File: config.mk
export PLATFORM = sky130hd
export DESIGN_NAME = ex_mem_reg_flat
export DESIGN_NICKNAME = d
export VERILOG_FILES = /design/src/rtl/ex_mem_if.sv /design/src/rtl/ex_mem_reg.sv /design/src/flat_wrapper.sv
export SDC_FILE = /design/constraint.sdc
export NUM_CORES = 1
export LEC_CHECK = 0
export BUFFER_PORTS_ARGS = -buffer_cell sky130_fd_sc_hd__buf_4
export CAP_MARGIN = 20
export CORE_MARGIN = 10
export CORE_UTILIZATION = 50
export DETAILED_ROUTE_END_ITERATION = 16
export PLACE_DENSITY = 0.93
export SYNTH_ARGS = -nofsm -noshare
export SYNTH_HDL_FRONTEND = slang
export SYNTH_SLANG_ARGS = --single-unit
File: constraint.sdc
create_clock -name clk -period 4 [get_ports clk]
set_input_delay 0.2 -clock clk [delete_from_list [all_inputs] [get_ports clk]]
set_output_delay 0.2 -clock clk [all_outputs]
set_load 0.02 [all_outputs]
File: src/rtl/ex_mem_if.sv
// EX -> MEM stage bundle: execute-stage inputs, memory-stage outputs,
// branch redirect and overflow-trap signalling.
interface ex_mem_if #(
  parameter int DW = 32,
  parameter int RW = 5
) ();
  logic          ex_valid;
  logic [DW-1:0] ex_alu_result;
  logic          ex_zero;
  logic          ex_overflow;
  logic [DW-1:0] ex_rt_data;
  logic [RW-1:0] ex_write_reg;
  logic [DW-1:0] ex_pc_plus4;
  logic [DW-1:0] ex_branch_target;
  logic          ex_reg_write;
  logic          ex_mem_read;
  logic          ex_mem_write;
  logic          ex_mem_to_reg;
  logic          ex_branch;
  logic          ex_branch_ne;
  logic          ex_trap_ovf;
  logic          mem_stall;
  logic          trap_ack;
  logic          ex_ready;
  logic          mem_valid;
  logic          mem_reg_write;
  logic          mem_mem_read;
  logic          mem_mem_write;
  logic          mem_mem_to_reg;
  logic [DW-1:0] mem_alu_result;
  logic [DW-1:0] mem_write_data;
  logic [RW-1:0] mem_write_reg;
  logic          pc_src;
  logic [DW-1:0] branch_pc;
  logic          flush_upstream;
  logic          ovf_exception;
  logic [DW-1:0] epc;
  logic [31:0]   retire_count;

  modport master (
    output ex_valid, ex_alu_result, ex_zero, ex_overflow,
    output ex_rt_data, ex_write_reg, ex_pc_plus4,
    output ex_branch_target, ex_reg_write, ex_mem_read,
    output ex_mem_write, ex_mem_to_reg, ex_branch,
    output ex_branch_ne, ex_trap_ovf, mem_stall, trap_ack,
    input  ex_ready, mem_valid, mem_reg_write, mem_mem_read,
    input  mem_mem_write, mem_mem_to_reg, mem_alu_result,
    input  mem_write_data, mem_write_reg, pc_src, branch_pc,
    input  flush_upstream, ovf_exception, epc, retire_count
  );

  modport slave (
    input  ex_valid, ex_alu_result, ex_zero, ex_overflow,
    input  ex_rt_data, ex_write_reg, ex_pc_plus4,
    input  ex_branch_target, ex_reg_write, ex_mem_read,
    input  ex_mem_write, ex_mem_to_reg, ex_branch,
    input  ex_branch_ne, ex_trap_ovf, mem_stall, trap_ack,
    output ex_ready, mem_valid, mem_reg_write, mem_mem_read,
    output mem_mem_write, mem_mem_to_reg, mem_alu_result,
    output mem_write_data, mem_write_reg, pc_src, branch_pc,
    output flush_upstream, ovf_exception, epc, retire_count
  );
endinterface

File: src/rtl/ex_mem_reg.sv
// EX/MEM pipeline register: branch resolution, overflow trap,
// and retired-instruction counter.
module ex_mem_reg #(
  parameter int DW = 32,
  parameter int RW = 5
) (
  input logic     clk,
  input logic     rst_n,
  ex_mem_if.slave bus
);

  typedef enum logic {RUN, TRAP} state_t;

  state_t        state_q;
  logic          valid_q;
  logic          reg_write_q;
  logic          mem_read_q;
  logic          mem_write_q;
  logic          mem_to_reg_q;
  logic [DW-1:0] alu_q;
  logic [DW-1:0] wdata_q;
  logic [RW-1:0] wreg_q;
  logic          pc_src_q;
  logic [DW-1:0] branch_pc_q;
  logic          flush_q;
  logic          ovf_q;
  logic [DW-1:0] epc_q;
  logic [31:0]   retire_q;

  logic accept;
  logic taken;
  logic ovf_trap;

  // Accept/branch/trap qualification for the current EX slot.
  always_comb begin
    accept   = bus.ex_valid & ~bus.mem_stall & (state_q == RUN);
    taken    = bus.ex_branch & (bus.ex_zero ^ bus.ex_branch_ne);
    ovf_trap = bus.ex_trap_ovf & bus.ex_overflow & ~bus.ex_branch;
  end

  // Stage state, MEM-side fields, redirect and trap bookkeeping.
  always_ff @(posedge clk) begin
    if (!rst_n) begin
      state_q      <= RUN;
      valid_q      <= 1'b0;
      reg_write_q  <= 1'b0;
      mem_read_q   <= 1'b0;
      mem_write_q  <= 1'b0;
      mem_to_reg_q <= 1'b0;
      alu_q        <= '0;
      wdata_q      <= '0;
      wreg_q       <= '0;
      pc_src_q     <= 1'b0;
      branch_pc_q  <= '0;
      flush_q      <= 1'b0;
      ovf_q        <= 1'b0;
      epc_q        <= '0;
      retire_q     <= '0;
    end else begin
      pc_src_q <= 1'b0;
      flush_q  <= 1'b0;
      if (!bus.mem_stall) begin
        if (accept && bus.ex_branch) begin
          valid_q      <= 1'b1;
          reg_write_q  <= 1'b0;
          mem_read_q   <= 1'b0;
          mem_write_q  <= 1'b0;
          mem_to_reg_q <= bus.ex_mem_to_reg;
          alu_q        <= bus.ex_alu_result;
          wdata_q      <= bus.ex_rt_data;
          wreg_q       <= bus.ex_write_reg;
          pc_src_q     <= taken;
          flush_q      <= taken;
          if (taken) begin
            branch_pc_q <= bus.ex_branch_target;
          end
          retire_q <= retire_q + 32'd1;
        end else if (accept && ovf_trap) begin
          valid_q      <= 1'b0;
          reg_write_q  <= 1'b0;
          mem_read_q   <= 1'b0;
          mem_write_q  <= 1'b0;
          mem_to_reg_q <= 1'b0;
          epc_q        <= bus.ex_pc_plus4 - DW'(4);
          ovf_q        <= 1'b1;
          flush_q      <= 1'b1;
          state_q      <= TRAP;
        end else if (accept) begin
          valid_q      <= 1'b1;
          reg_write_q  <= bus.ex_reg_write;
          mem_read_q   <= bus.ex_mem_read;
          mem_write_q  <= bus.ex_mem_write;
          mem_to_reg_q <= bus.ex_mem_to_reg;
          alu_q        <= bus.ex_alu_result;
          wdata_q      <= bus.ex_rt_data;
          wreg_q       <= bus.ex_write_reg;
          retire_q     <= retire_q + 32'd1;
        end else begin
          valid_q      <= 1'b0;
          reg_write_q  <= 1'b0;
          mem_read_q   <= 1'b0;
          mem_write_q  <= 1'b0;
          mem_to_reg_q <= 1'b0;
        end
        if (state_q == TRAP && bus.trap_ack) begin
          state_q <= RUN;
          ovf_q   <= 1'b0;
        end
      end
    end
  end

  assign bus.ex_ready       = ~bus.mem_stall;
  assign bus.mem_valid      = valid_q;
  assign bus.mem_reg_write  = reg_write_q;
  assign bus.mem_mem_read   = mem_read_q;
  assign bus.mem_mem_write  = mem_write_q;
  assign bus.mem_mem_to_reg = mem_to_reg_q;
  assign bus.mem_alu_result = alu_q;
  assign bus.mem_write_data = wdata_q;
  assign bus.mem_write_reg  = wreg_q;
  assign bus.pc_src         = pc_src_q;
  assign bus.branch_pc      = branch_pc_q;
  assign bus.flush_upstream = flush_q;
  assign bus.ovf_exception  = ovf_q;
  assign bus.epc            = epc_q;
  assign bus.retire_count   = retire_q;

endmodule

File: src/flat_wrapper.sv
// flat-port wrapper written by rule: the top's interface ports become plain ports
module ex_mem_reg_flat 
#(
  parameter int DW = 32,
  parameter int RW = 5
)
  (clk, rst_n, bus_ex_valid, bus_ex_alu_result, bus_ex_zero, bus_ex_overflow, bus_ex_rt_data, bus_ex_write_reg, bus_ex_pc_plus4, bus_ex_branch_target, bus_ex_reg_write, bus_ex_mem_read, bus_ex_mem_write, bus_ex_mem_to_reg, bus_ex_branch, bus_ex_branch_ne, bus_ex_trap_ovf, bus_mem_stall, bus_trap_ack, bus_ex_ready, bus_mem_valid, bus_mem_reg_write, bus_mem_mem_read, bus_mem_mem_write, bus_mem_mem_to_reg, bus_mem_alu_result, bus_mem_write_data, bus_mem_write_reg, bus_pc_src, bus_branch_pc, bus_flush_upstream, bus_ovf_exception, bus_epc, bus_retire_count);
  ex_mem_if #(.DW(DW), .RW(RW)) bus_i ();
  input logic clk;
  input logic rst_n;
  input wire logic [$bits(bus_i.ex_valid)-1:0] bus_ex_valid;
  input wire logic [$bits(bus_i.ex_alu_result)-1:0] bus_ex_alu_result;
  input wire logic [$bits(bus_i.ex_zero)-1:0] bus_ex_zero;
  input wire logic [$bits(bus_i.ex_overflow)-1:0] bus_ex_overflow;
  input wire logic [$bits(bus_i.ex_rt_data)-1:0] bus_ex_rt_data;
  input wire logic [$bits(bus_i.ex_write_reg)-1:0] bus_ex_write_reg;
  input wire logic [$bits(bus_i.ex_pc_plus4)-1:0] bus_ex_pc_plus4;
  input wire logic [$bits(bus_i.ex_branch_target)-1:0] bus_ex_branch_target;
  input wire logic [$bits(bus_i.ex_reg_write)-1:0] bus_ex_reg_write;
  input wire logic [$bits(bus_i.ex_mem_read)-1:0] bus_ex_mem_read;
  input wire logic [$bits(bus_i.ex_mem_write)-1:0] bus_ex_mem_write;
  input wire logic [$bits(bus_i.ex_mem_to_reg)-1:0] bus_ex_mem_to_reg;
  input wire logic [$bits(bus_i.ex_branch)-1:0] bus_ex_branch;
  input wire logic [$bits(bus_i.ex_branch_ne)-1:0] bus_ex_branch_ne;
  input wire logic [$bits(bus_i.ex_trap_ovf)-1:0] bus_ex_trap_ovf;
  input wire logic [$bits(bus_i.mem_stall)-1:0] bus_mem_stall;
  input wire logic [$bits(bus_i.trap_ack)-1:0] bus_trap_ack;
  output wire logic [$bits(bus_i.ex_ready)-1:0] bus_ex_ready;
  output wire logic [$bits(bus_i.mem_valid)-1:0] bus_mem_valid;
  output wire logic [$bits(bus_i.mem_reg_write)-1:0] bus_mem_reg_write;
  output wire logic [$bits(bus_i.mem_mem_read)-1:0] bus_mem_mem_read;
  output wire logic [$bits(bus_i.mem_mem_write)-1:0] bus_mem_mem_write;
  output wire logic [$bits(bus_i.mem_mem_to_reg)-1:0] bus_mem_mem_to_reg;
  output wire logic [$bits(bus_i.mem_alu_result)-1:0] bus_mem_alu_result;
  output wire logic [$bits(bus_i.mem_write_data)-1:0] bus_mem_write_data;
  output wire logic [$bits(bus_i.mem_write_reg)-1:0] bus_mem_write_reg;
  output wire logic [$bits(bus_i.pc_src)-1:0] bus_pc_src;
  output wire logic [$bits(bus_i.branch_pc)-1:0] bus_branch_pc;
  output wire logic [$bits(bus_i.flush_upstream)-1:0] bus_flush_upstream;
  output wire logic [$bits(bus_i.ovf_exception)-1:0] bus_ovf_exception;
  output wire logic [$bits(bus_i.epc)-1:0] bus_epc;
  output wire logic [$bits(bus_i.retire_count)-1:0] bus_retire_count;
  assign bus_i.ex_valid = bus_ex_valid;
  assign bus_i.ex_alu_result = bus_ex_alu_result;
  assign bus_i.ex_zero = bus_ex_zero;
  assign bus_i.ex_overflow = bus_ex_overflow;
  assign bus_i.ex_rt_data = bus_ex_rt_data;
  assign bus_i.ex_write_reg = bus_ex_write_reg;
  assign bus_i.ex_pc_plus4 = bus_ex_pc_plus4;
  assign bus_i.ex_branch_target = bus_ex_branch_target;
  assign bus_i.ex_reg_write = bus_ex_reg_write;
  assign bus_i.ex_mem_read = bus_ex_mem_read;
  assign bus_i.ex_mem_write = bus_ex_mem_write;
  assign bus_i.ex_mem_to_reg = bus_ex_mem_to_reg;
  assign bus_i.ex_branch = bus_ex_branch;
  assign bus_i.ex_branch_ne = bus_ex_branch_ne;
  assign bus_i.ex_trap_ovf = bus_ex_trap_ovf;
  assign bus_i.mem_stall = bus_mem_stall;
  assign bus_i.trap_ack = bus_trap_ack;
  assign bus_ex_ready = bus_i.ex_ready;
  assign bus_mem_valid = bus_i.mem_valid;
  assign bus_mem_reg_write = bus_i.mem_reg_write;
  assign bus_mem_mem_read = bus_i.mem_mem_read;
  assign bus_mem_mem_write = bus_i.mem_mem_write;
  assign bus_mem_mem_to_reg = bus_i.mem_mem_to_reg;
  assign bus_mem_alu_result = bus_i.mem_alu_result;
  assign bus_mem_write_data = bus_i.mem_write_data;
  assign bus_mem_write_reg = bus_i.mem_write_reg;
  assign bus_pc_src = bus_i.pc_src;
  assign bus_branch_pc = bus_i.branch_pc;
  assign bus_flush_upstream = bus_i.flush_upstream;
  assign bus_ovf_exception = bus_i.ovf_exception;
  assign bus_epc = bus_i.epc;
  assign bus_retire_count = bus_i.retire_count;
  ex_mem_reg #(.DW(DW), .RW(RW)) u_core (.clk(clk), .rst_n(rst_n), .bus(bus_i));
endmodule
==> results of run 1 <==
==> routing by layer <==
metal,track usage (%),wire (µm)
met2,38.4,11300
met3,10.1,2550
met5,0,0
met1,23.9,8430
met4,12.6,1020
==> power breakdown <==
part / switching [mW] / leakage [nW] / internal [mW]
clock: 0.647 / 0.261 / 0.896
sequential: 0.0273 / 1.40 / 1.77
combinational: 0.236 / 2.43 / 0.203
==> area by class of cell <==
class / count / share of cell area [%]
Timing Repair Buffer: 328 / 24.9
Sequential cell: 173 / 35.0
Multi-Input combinational cell: 602 / 32.0
Inverter: 9 / 0.367
Clock inverter: 6 / 0.645
Clock buffer: 23 / 4.83
Tap cell: 176 / 2.23
==> cell families after synthesis <==
kind of cell	count (synthesis)	share of synthesized area, %
fa+ha+maj	2	0.363
compound gates	173	13.2
flops	173	50.3
mux	4	0.582
simple gates	373	25.4
xor+xnor	50	6.36
buf+inv	61	3.69
==> worst max-delay path by stage <==
stage,to,startpoint,depth (start not counted),slack (ps)
2_1_floorplan,u_core.bus.retire_count[28]$_SDFFE_PN0P_,u_core.bus.retire_count[3]$_SDFFE_PN0P_,5,2230
3_3_place_gp,u_core.bus.retire_count[1]$_SDFFE_PN0P_,bus_mem_stall,6,1760
3_5_place_dp,u_core.bus.epc[16]$_SDFFE_PN0P_,bus_mem_stall,7,1600
4_1_cts,u_core.bus.epc[16]$_SDFFE_PN0P_,u_core.state_q$_SDFFE_PN0P_,6,1590
5_1_grt,u_core.bus.epc[16]$_SDFFE_PN0P_,u_core.state_q$_SDFFE_PN0P_,6,1360
6_report,u_core.bus.epc[16]$_SDFFE_PN0P_,u_core.state_q$_SDFFE_PN0P_,6,1570
==> cells in the final DEF (no fill, tap or decap), types with 3 or more instances in the layout <==
cell / n
o21ai_0: 27
buf_4: 327
dfxtp_1: 173
nor3_1: 17
a21oi_1: 128
or3_1: 5
nor4_1: 14
nor2_1: 51
nand3_1: 13
nand2_1: 226
nor4_2: 7
clkbuf_16: 17
nand4_1: 4
clkbuf_1: 3
clkbuf_8: 3
xnor2_1: 46
and4_1: 4
a22oi_1: 4
inv_1: 7
xor2_1: 4
and3_1: 8
mux2i_1: 4
a211oi_1: 6
==> critical path, stage by stage (launching register included) <==
cell and delay [ps]:
dfxtp_1 350, nor3b_4 490, inv_2 90, nor2_4 790
buf_4 350, o21ai_0 120, a21oi_1 150
==> results.yml, run 1 <==
grt:
  antenna_found_initial: 0
  grt_pass1_wl_um: 34300
  grtUsageTotal_pct: 23.0
  grt_pass1_vias: 6671
  grt.overflow.total: 0
  grt_max_degree: 101
yosys:
  syn_inst: 836
  syn_avg_cell_area_um2: 8.23
  ys_ff_latch: 173
  yosysTopAreaCell: "dfxtp_1"
  synthDistinctLibCells: 46
  synthArstFlopShare_pct: 0
  netlist.area_leader.share_pct: 50.3
  synth_seq_area_share_pct: 50.3
  ys_warn_count: 0
  synth_nets: 985
  synth_edf_count: 0
  yosysMostFrequentCell: "nand2_1"
  synth-main-ff-cell: "dfxtp_1"
  synth_common_cells: "nand2_1, dfxtp_1, a21oi_1"
  syn-cell-area_um2: 6880
  netlist_top_cells_area: "dfxtp_1, nand2_1, a21oi_1"
timing:
  rsz0062_at_grt: "no"
  min_period_over_period_pct: 60.7
  slew_headroom_pct: 32.6
  setup_viol: 0
  worst_pin_slew_ps: 1010
  layout_min_cycle_time_ps: 2430
  finalHoldViolCount: 0
  fin_ws_ps: 1570
  clock.fmax_ghz: 0.412
  setup-tns-final_ps: 0
  fin_skew_ps: 9.49
  hold_ws_ps: 23.7
  slew_violations: 0
critical_path:
  end_kind: "flop"
  critPathRequiredTime_ps: 4340
  crit_fanout: 48
  r2r-start: "u_core.state_q$_SDFFE_PN0P_"
  rr_worst_depth: 6
  crit_arrival_ps: 2770
  timing.rr.end: "u_core.bus.epc[16]$_SDFFE_PN0P_"
  start_kind: "flop"
  crit_type: "flop to flop"
  rrSetupSlack_ps: 1570
finish:
  area_delta_synth_final_pct: 43.8
  stdcell_count: 1317
  n_antenna_cell: 0
  multi_input_area_um2: 3170
  nets: 1280
  final_area_um2: 9900
  fin_util_pct: 74.1
  final_layout_size_suffix_gt1_share_pct: 33.1
  ff_latch_area_um2: 3460
  fillers: 986
route:
  drtIter0Drc: 411
  drt-pass1-iter-count: 5
  wirelength_um: 23300
  route.vias.total: 6952
  antenna_left: 0
  drc: 0
  wl_per_cell_um: 17.7
  via_per_inst: 5.28
place:
  placed_cells: 1287
  place_hpwl_um: 17700
  gp_congestion: 0.905
  dpl_cell_area_um2: 9350
  port_buffers: 320
  dpl_worst_slack_ps: 1600
cts:
  tritoncts: "done"
  clkLatencyLatePin_ps: 420
  clock-sinks: 173
  cts_hold_buf: 1
  cts-root-buf: "clkbuf_16"
  path_clk_slew_ps: 60
  cts_max_level: 4
  cts-buffers-inserted: 17
  post_cts_buffers: 0
  cts.repair.resized: 0
  cts_max_path_buffers: 2
power:
  finalPower_mw: 3.78
  ir_drop_mv: 0.308
  power_density_nw_per_um2: 382
  p_leak_nw: 4.10
die:
  die_h_um: 137
  rows: 42
  die_w_um: 137
  core-area_um2: 13300
  pin_count: 321
  initial_utilization_pct: 51.6
  die-area_um2: 18900
flow_run:
  drv_cap: 0
min_path:
  min_from: "bus_ex_pc_plus4[1]"
  min_path_cells: 3
  min_to: "u_core.bus.epc[1]$_SDFFE_PN0P_"
  hold_class: "primary input to flop"
outcome:
  status: "complete, no violations"
(Power assumes the default switching activity.)
==> run 2, diff against run 1 <==
--- a/config.mk
+++ b/config.mk
@@ -8,9 +8,9 @@
 export BUFFER_PORTS_ARGS = -buffer_cell sky130_fd_sc_hd__buf_4
 export CAP_MARGIN = 20
 export CORE_MARGIN = 10
-export CORE_UTILIZATION = 50
+export CORE_UTILIZATION = 42
 export DETAILED_ROUTE_END_ITERATION = 16
-export PLACE_DENSITY = 0.93
+export PLACE_DENSITY = 0.84
 export SYNTH_ARGS = -nofsm -noshare
 export SYNTH_HDL_FRONTEND = slang
 export SYNTH_SLANG_ARGS = --single-unit
==> constraint.sdc (replaced) <==
create_clock -name clk -period 2.1 [get_ports clk]
set_input_delay 0.105 -clock clk [delete_from_list [all_inputs] [get_ports clk]]
set_output_delay 0.105 -clock clk [all_outputs]
set_load 0.02 [all_outputs]
==> run 2 against run 1 <==
Compared with the run above: sequential share of layout area down 4.6 points; worst hold slack worse by 9.3 ps; sequential cell count unchanged; power up 100%; sequential power up 91%; critical endpoint is now u_core.bus.epc[24]$_SDFFE_PN0P_; largest cell class is now non-clock buffers; highest routed layer unchanged.
==> results.yml, run 2 (synthesis gave the netlist of run 1 again) <==
power:
  swShare_pct: 25.1
  clock_power_share_pct: 41.3
  switchingPower_mw: 1.94
  finalPower_mw: 7.70
  p_seq_share_pct: 44.6
  p_leak_nw: 4.71
  ir_drop_mv: 0.623
  pwr-share-comb_pct: 14.2
  p_int_mw: 5.77
  power_density_nw_per_um2: 677
place:
  dpl_cell_area_um2: 9520
  port_buffers: 320
  place_hpwl_um: 17500
  gp_congestion: 0.867
critical_path:
  crit_arrival_ps: 2220
  rrSetupSlack_ps: 280
  critPathRequiredTime_ps: 2400
  rr_worst_depth: 5
  crit_start: "bus_ex_pc_plus4[2]"
  crit_chain: "dlygate4sd3_1 > buf_4 > inv_1 > ha_1 > nor3b_2 > nand2_2 > nor4_1 > xnor2_1 > a21oi_1"
  endpoint: "u_core.bus.epc[24]$_SDFFE_PN0P_"
  crit_fanout: 7
  start_kind: "primary input"
  cpPeakStageDelay_ps: 530
  timing.rr.end: "u_core.bus.retire_count[29]$_SDFFE_PN0P_"
  r2r-start: "u_core.bus.retire_count[3]$_SDFFE_PN0P_"
  crit_type: "primary input to flop"
  end_kind: "flop"
  critPathSlowestCell: "dlygate4sd3_1"
die:
  initial_utilization_pct: 43.0
  die-area_um2: 21900
  rows: 46
  pin_count: 321
  die_h_um: 148
  die_w_um: 148
  core-area_um2: 16000
timing:
  clock.fmax_ghz: 0.520
  worst_pin_slew_ps: 534
  setup_viol: 0
  slew_violations: 0
  finalHoldViolCount: 0
  min_period_over_period_pct: 91.5
  layout_min_cycle_time_ps: 1920
  setup-tns-final_ps: 0
  hold_ws_ps: 14.4
  fin_skew_ps: 10.3
  slew_headroom_pct: 64.0
  rsz0062_at_grt: "yes"
finish:
  final_cell_mix: "buf_4, nand2_1, dfxtp_1"
  final_area_um2: 11400
  nets: 1411
  final_common_cell: "buf_4"
  fin_util_pct: 71.2
  area_delta_synth_final_pct: 65.4
  final_layout_size_suffix_gt1_share_pct: 30.9
  fillers: 1061
cts:
  tritoncts: "done"
  cts-root-buf: "clkbuf_16"
  cts_max_level: 4
  cts_max_path_buffers: 2
  clock-sinks: 173
  path_clk_slew_ps: 70
  clkLatencyLatePin_ps: 420
  cts-buffers-inserted: 17
grt:
  grt_pass1_vias: 7968
  grtUsageTotal_pct: 23.8
  grt.overflow.total: 0
  antenna_found_initial: 1
  grt_pass1_wl_um: 42500
  grt_max_degree: 72
route:
  antenna_left: 0
  via_per_inst: 5.21
  drtIter0Drc: 592
  drc: 0
  wl_per_cell_um: 18.4
  wirelength_um: 27400
  drt-pass1-iter-count: 6
  route.vias.total: 7766
min_path:
  hold_class: "primary input to flop"
flow_run:
  drv_cap: 0
outcome:
  status: "complete, no violations"
[run 2: changes by cell type in the layout (fill, tap and decap cells not counted), moves of 2 or more]
cell           before  now
inv_6               0    2
clkbuf_1            3    1
buf_4             327  329
buf_12              0    7
dlygate4sd3_1       1  123
[run 2: repair_timing]
action / in CTS / in global routing
buffers inserted: 0 / 3
endpoints found under the setup margin: 0 / 3
hold buffers: 123 / 0
resized for setup: 0 / 2
endpoints found under the hold margin: 123 / 0
[run 2: how the worst min path moves through the flow]
stage | from | to | slack (ps) | cells past startpoint
global route | bus_ex_pc_plus4[31] | u_core.bus.epc[31]$_SDFFE_PN0P_ | 10 | 3
detailed placement | bus_ex_pc_plus4[2] | u_core.bus.epc[2]$_SDFFE_PN0P_ | 320 | 2
finish | bus_ex_pc_plus4[7] | u_core.bus.epc[7]$_SDFFE_PN0P_ | 10 | 3
floorplan | bus_ex_pc_plus4[2] | u_core.bus.epc[2]$_SDFFE_PN0P_ | 200 | 1
global placement | bus_ex_pc_plus4[2] | u_core.bus.epc[2]$_SDFFE_PN0P_ | 320 | 2
CTS | bus_ex_pc_plus4[7] | u_core.bus.epc[7]$_SDFFE_PN0P_ | 1 | 3
[run 2: critical path, delay by kind of cell]
kind / cells / cell delay [ps]
fa+ha+maj: 1 / 170
xor+xnor: 1 / 160
simple gates: 3 / 980
buf+inv: 3 / 730
compound gates: 1 / 80
[run 2: cell type report]
class / count / area (µm²) / area share, %
clock inverters: 12 / 136 / 1.20
repair buffers: 459 / 3840 / 33.7
flip-flops and latches: 173 / 3460 / 30.4
clock buffers: 20 / 457 / 4.01
multi-input cells: 602 / 3180 / 27.9
inverters: 9 / 36.3 / 0.319
well taps: 216 / 270 / 2.37
diodes: 1 / 2.50 / 0.0220
[run 2: routing by layer]
layer | up-vias | wire, µm | track usage (%)
li1 | 3659 | - | -
met1 | 3618 | 10200 | 25.6
met2 | 411 | 13300 | 40.3
met3 | 78 | 2820 | 9.16
met4 | 0 | 1130 | 11.1
met5 | - | 0 | 0
[run 2: stage by stage]
stage / cells / setup slack, ps
after detailed placement: 1333 / 190
final: 1492 / 179
after global placement: 1333 / 237
after global routing: 1492 / -15.0
after floorplan: 836 / 325
after CTS: 1488 / 152
[run 2: power by group through the flow]
stage                     Sequential [mW]  Clock, mW  Combinational [mW]
after global routing                 3.44       3.36                1.16
after CTS                            3.43       3.22                1.06
after floorplan                      3.61          0               0.261
after detailed placement             3.50          0               0.860
final                                3.43       3.18                1.09
after global placement               3.50          0               0.849
==> run 3, diff against run 2 <==
--- a/config.mk
+++ b/config.mk
@@ -8,9 +8,10 @@
 export BUFFER_PORTS_ARGS = -buffer_cell sky130_fd_sc_hd__buf_4
 export CAP_MARGIN = 20
 export CORE_MARGIN = 10
-export CORE_UTILIZATION = 42
+export CORE_UTILIZATION = 50
 export DETAILED_ROUTE_END_ITERATION = 16
-export PLACE_DENSITY = 0.84
+export PLACE_DENSITY = 0.93
 export SYNTH_ARGS = -nofsm -noshare
 export SYNTH_HDL_FRONTEND = slang
 export SYNTH_SLANG_ARGS = --single-unit
+export TNS_END_PERCENT = 20
==> constraint.sdc (replaced) <==
create_clock -name clk -period 2.3 [get_ports clk]
set_input_delay 0.115 -clock clk [delete_from_list [all_inputs] [get_ports clk]]
set_output_delay 0.115 -clock clk [all_outputs]
set_load 0.02 [all_outputs]
==> run 3 against run 2 <==
Compared with the run above: register-to-register slack worse by 80 ps; combinational power down 6%; die area down 14%; critical path depth down 2; largest power group unchanged; sequential share of layout area up 0.28 points; non-clock buffer count down 3; setup slack worse by 71 ps; worst hold slack better by 2.7 ps; first-iteration DRC count up 34%; count of clock-buffer cells in the layout up 4; sequential cell count unchanged; cell count down 2.7%.
==> results.yml, run 3 (synthesis gave the netlist of run 1 again) <==
grt:
  grt.overflow.total: 0
  grtUsageTotal_pct: 32.4
  grt_pass1_vias: 8629
  antenna_found_initial: 4
  grt_max_degree: 65
  grt_pass1_wl_um: 47600
cts:
  clock-sinks: 173
  cts_hold_buf: 123
  post_cts_buffers: 0
  cts_max_level: 4
  cts.repair.resized: 0
  path_clk_slew_ps: 70
  tritoncts: "done"
  clkLatencyLatePin_ps: 430
  cts-buffers-inserted: 17
  cts_max_path_buffers: 2
  cts-root-buf: "clkbuf_16"
timing:
  setup_viol: 0
  worst_pin_slew_ps: 695
  slew_headroom_pct: 53.7
  finalHoldViolCount: 0
  clock.fmax_ghz: 0.456
  hold_ws_ps: 17.1
  fin_skew_ps: 8.40
  slew_violations: 0
  layout_min_cycle_time_ps: 2190
  min_period_over_period_pct: 95.3
  rsz0062_at_grt: "no"
  setup-tns-final_ps: 0
place:
  port_buffers: 320
  place_hpwl_um: 18100
  gp_congestion: 0.901
critical_path:
  cpPeakStageDelay_ps: 580
  crit_type: "primary input to flop"
  critPathSlowestCell: "dlygate4sd3_1"
  crit_chain: "dlygate4sd3_1 > buf_4 > nor3b_4 > and2_2 > buf_12 > nand2_1 > a21oi_1"
  end_kind: "flop"
  start_kind: "primary input"
  crit_arrival_ps: 2530
  crit_fanout: 43
  rrSetupSlack_ps: 200
  critPathRequiredTime_ps: 2630
die:
  die_w_um: 137
  pin_count: 321
  rows: 42
  die_h_um: 137
  initial_utilization_pct: 51.6
  core-area_um2: 13300
  die-area_um2: 18900
route:
  drt-pass1-iter-count: 6
  via_per_inst: 5.79
  antenna_left: 0
  wl_per_cell_um: 22.1
  route.vias.total: 8402
  drtIter0Drc: 795
  drc: 0
  wirelength_um: 32000
power:
  power_density_nw_per_um2: 631
  p_leak_nw: 4.66
  ir_drop_mv: 0.446
outcome:
  status: "complete, no violations"
finish:
  final_common_cell: "buf_4"
  fillers: 632
  area_delta_synth_final_pct: 63.8
  fin_util_pct: 84.5
  nets: 1408
  final_cell_mix: "buf_4, nand2_1, dfxtp_1"
  final_layout_size_suffix_gt1_share_pct: 30.4
flow_run:
  drv_cap: 0
min_path:
  hold_class: "primary input to flop"
run 3: cell count changes in the layout (fill, tap and decap cells not counted), moves of 2 or more:
cell and change:
clkinv_4 -2, buf_12 -3, clkbuf_1 +2, clkinvlp_4 +3, diode_2 +3, clkbuf_8 +2, clkinv_2 -3
run 3: worst paths after layout:
check / endpoint / start / depth (start not counted)
min: u_core.bus.epc[5]$_SDFFE_PN0P_ / bus_ex_pc_plus4[5] / 3
max reg2reg: u_core.bus.mem_alu_result[30]$_SDFFE_PN0P_ / u_core.state_q$_SDFFE_PN0P_ / 5
max: u_core.bus.mem_alu_result[30]$_SDFFE_PN0P_ / bus_mem_stall / 7
min reg2reg: u_core.bus.mem_write_reg[1]$_SDFFE_PN0P_ / u_core.bus.mem_write_reg[1]$_SDFFE_PN0P_ / 2
run 3: routing by layer:
layer	track usage, %	up-vias	share of wire (%)
met5	0	-	0
met3	11.4	192	11
li1	-	3662	-
met1	31.8	3879	33
met4	21.7	0	7.1
met2	56.7	669	49
run 3: cell type report:
type,instances,area [µm²],area share [%]
well taps,176,220,1.95
diodes,4,10.0,0.0887
inverters,9,36.3,0.322
clock buffers,24,492,4.36
repair buffers,456,3780,33.5
clock inverters,8,106,0.943
multi-input cells,602,3170,28.1
flip-flops and latches,173,3460,30.7
run 3: through the flow:
step / setup WS (ps) / instances / power [mW] / instance area (µm²)
6_report: 108 / 1452 / 7.11 / 11300
5_1_grt: 35.7 / 1452 / 7.29 / 11300
4_1_cts: 312 / 1448 / 7.01 / 11300
3_5_place_dp: 356 / 1293 / 3.98 / 9440
3_3_place_gp: 426 / 1293 / 3.96 / 9440
2_1_floorplan: 525 / 836 / 3.54 / 6880
run 3: where the power goes:
| group | internal [mW] | leakage (nW) | total (mW) | switching, mW |
|---|---|---|---|---|
| Combinational | 0.503 | 2.98 | 1.02 | 0.519 |
| Clock | 1.72 | 0.275 | 2.94 | 1.22 |
| Sequential | 3.08 | 1.40 | 3.15 | 0.0634 |
| Total | 5.31 | 4.66 | 7.11 | 1.81 |
run 3: worst max-delay path, delay by kind of cell:
| kind | cells | cell delay (ps) |
|---|---|---|
| and+or+nand+nor | 3 | 1100 |
| buffers and inverters | 3 | 1050 |
| AOI/OAI and AO/OA | 1 | 230 |
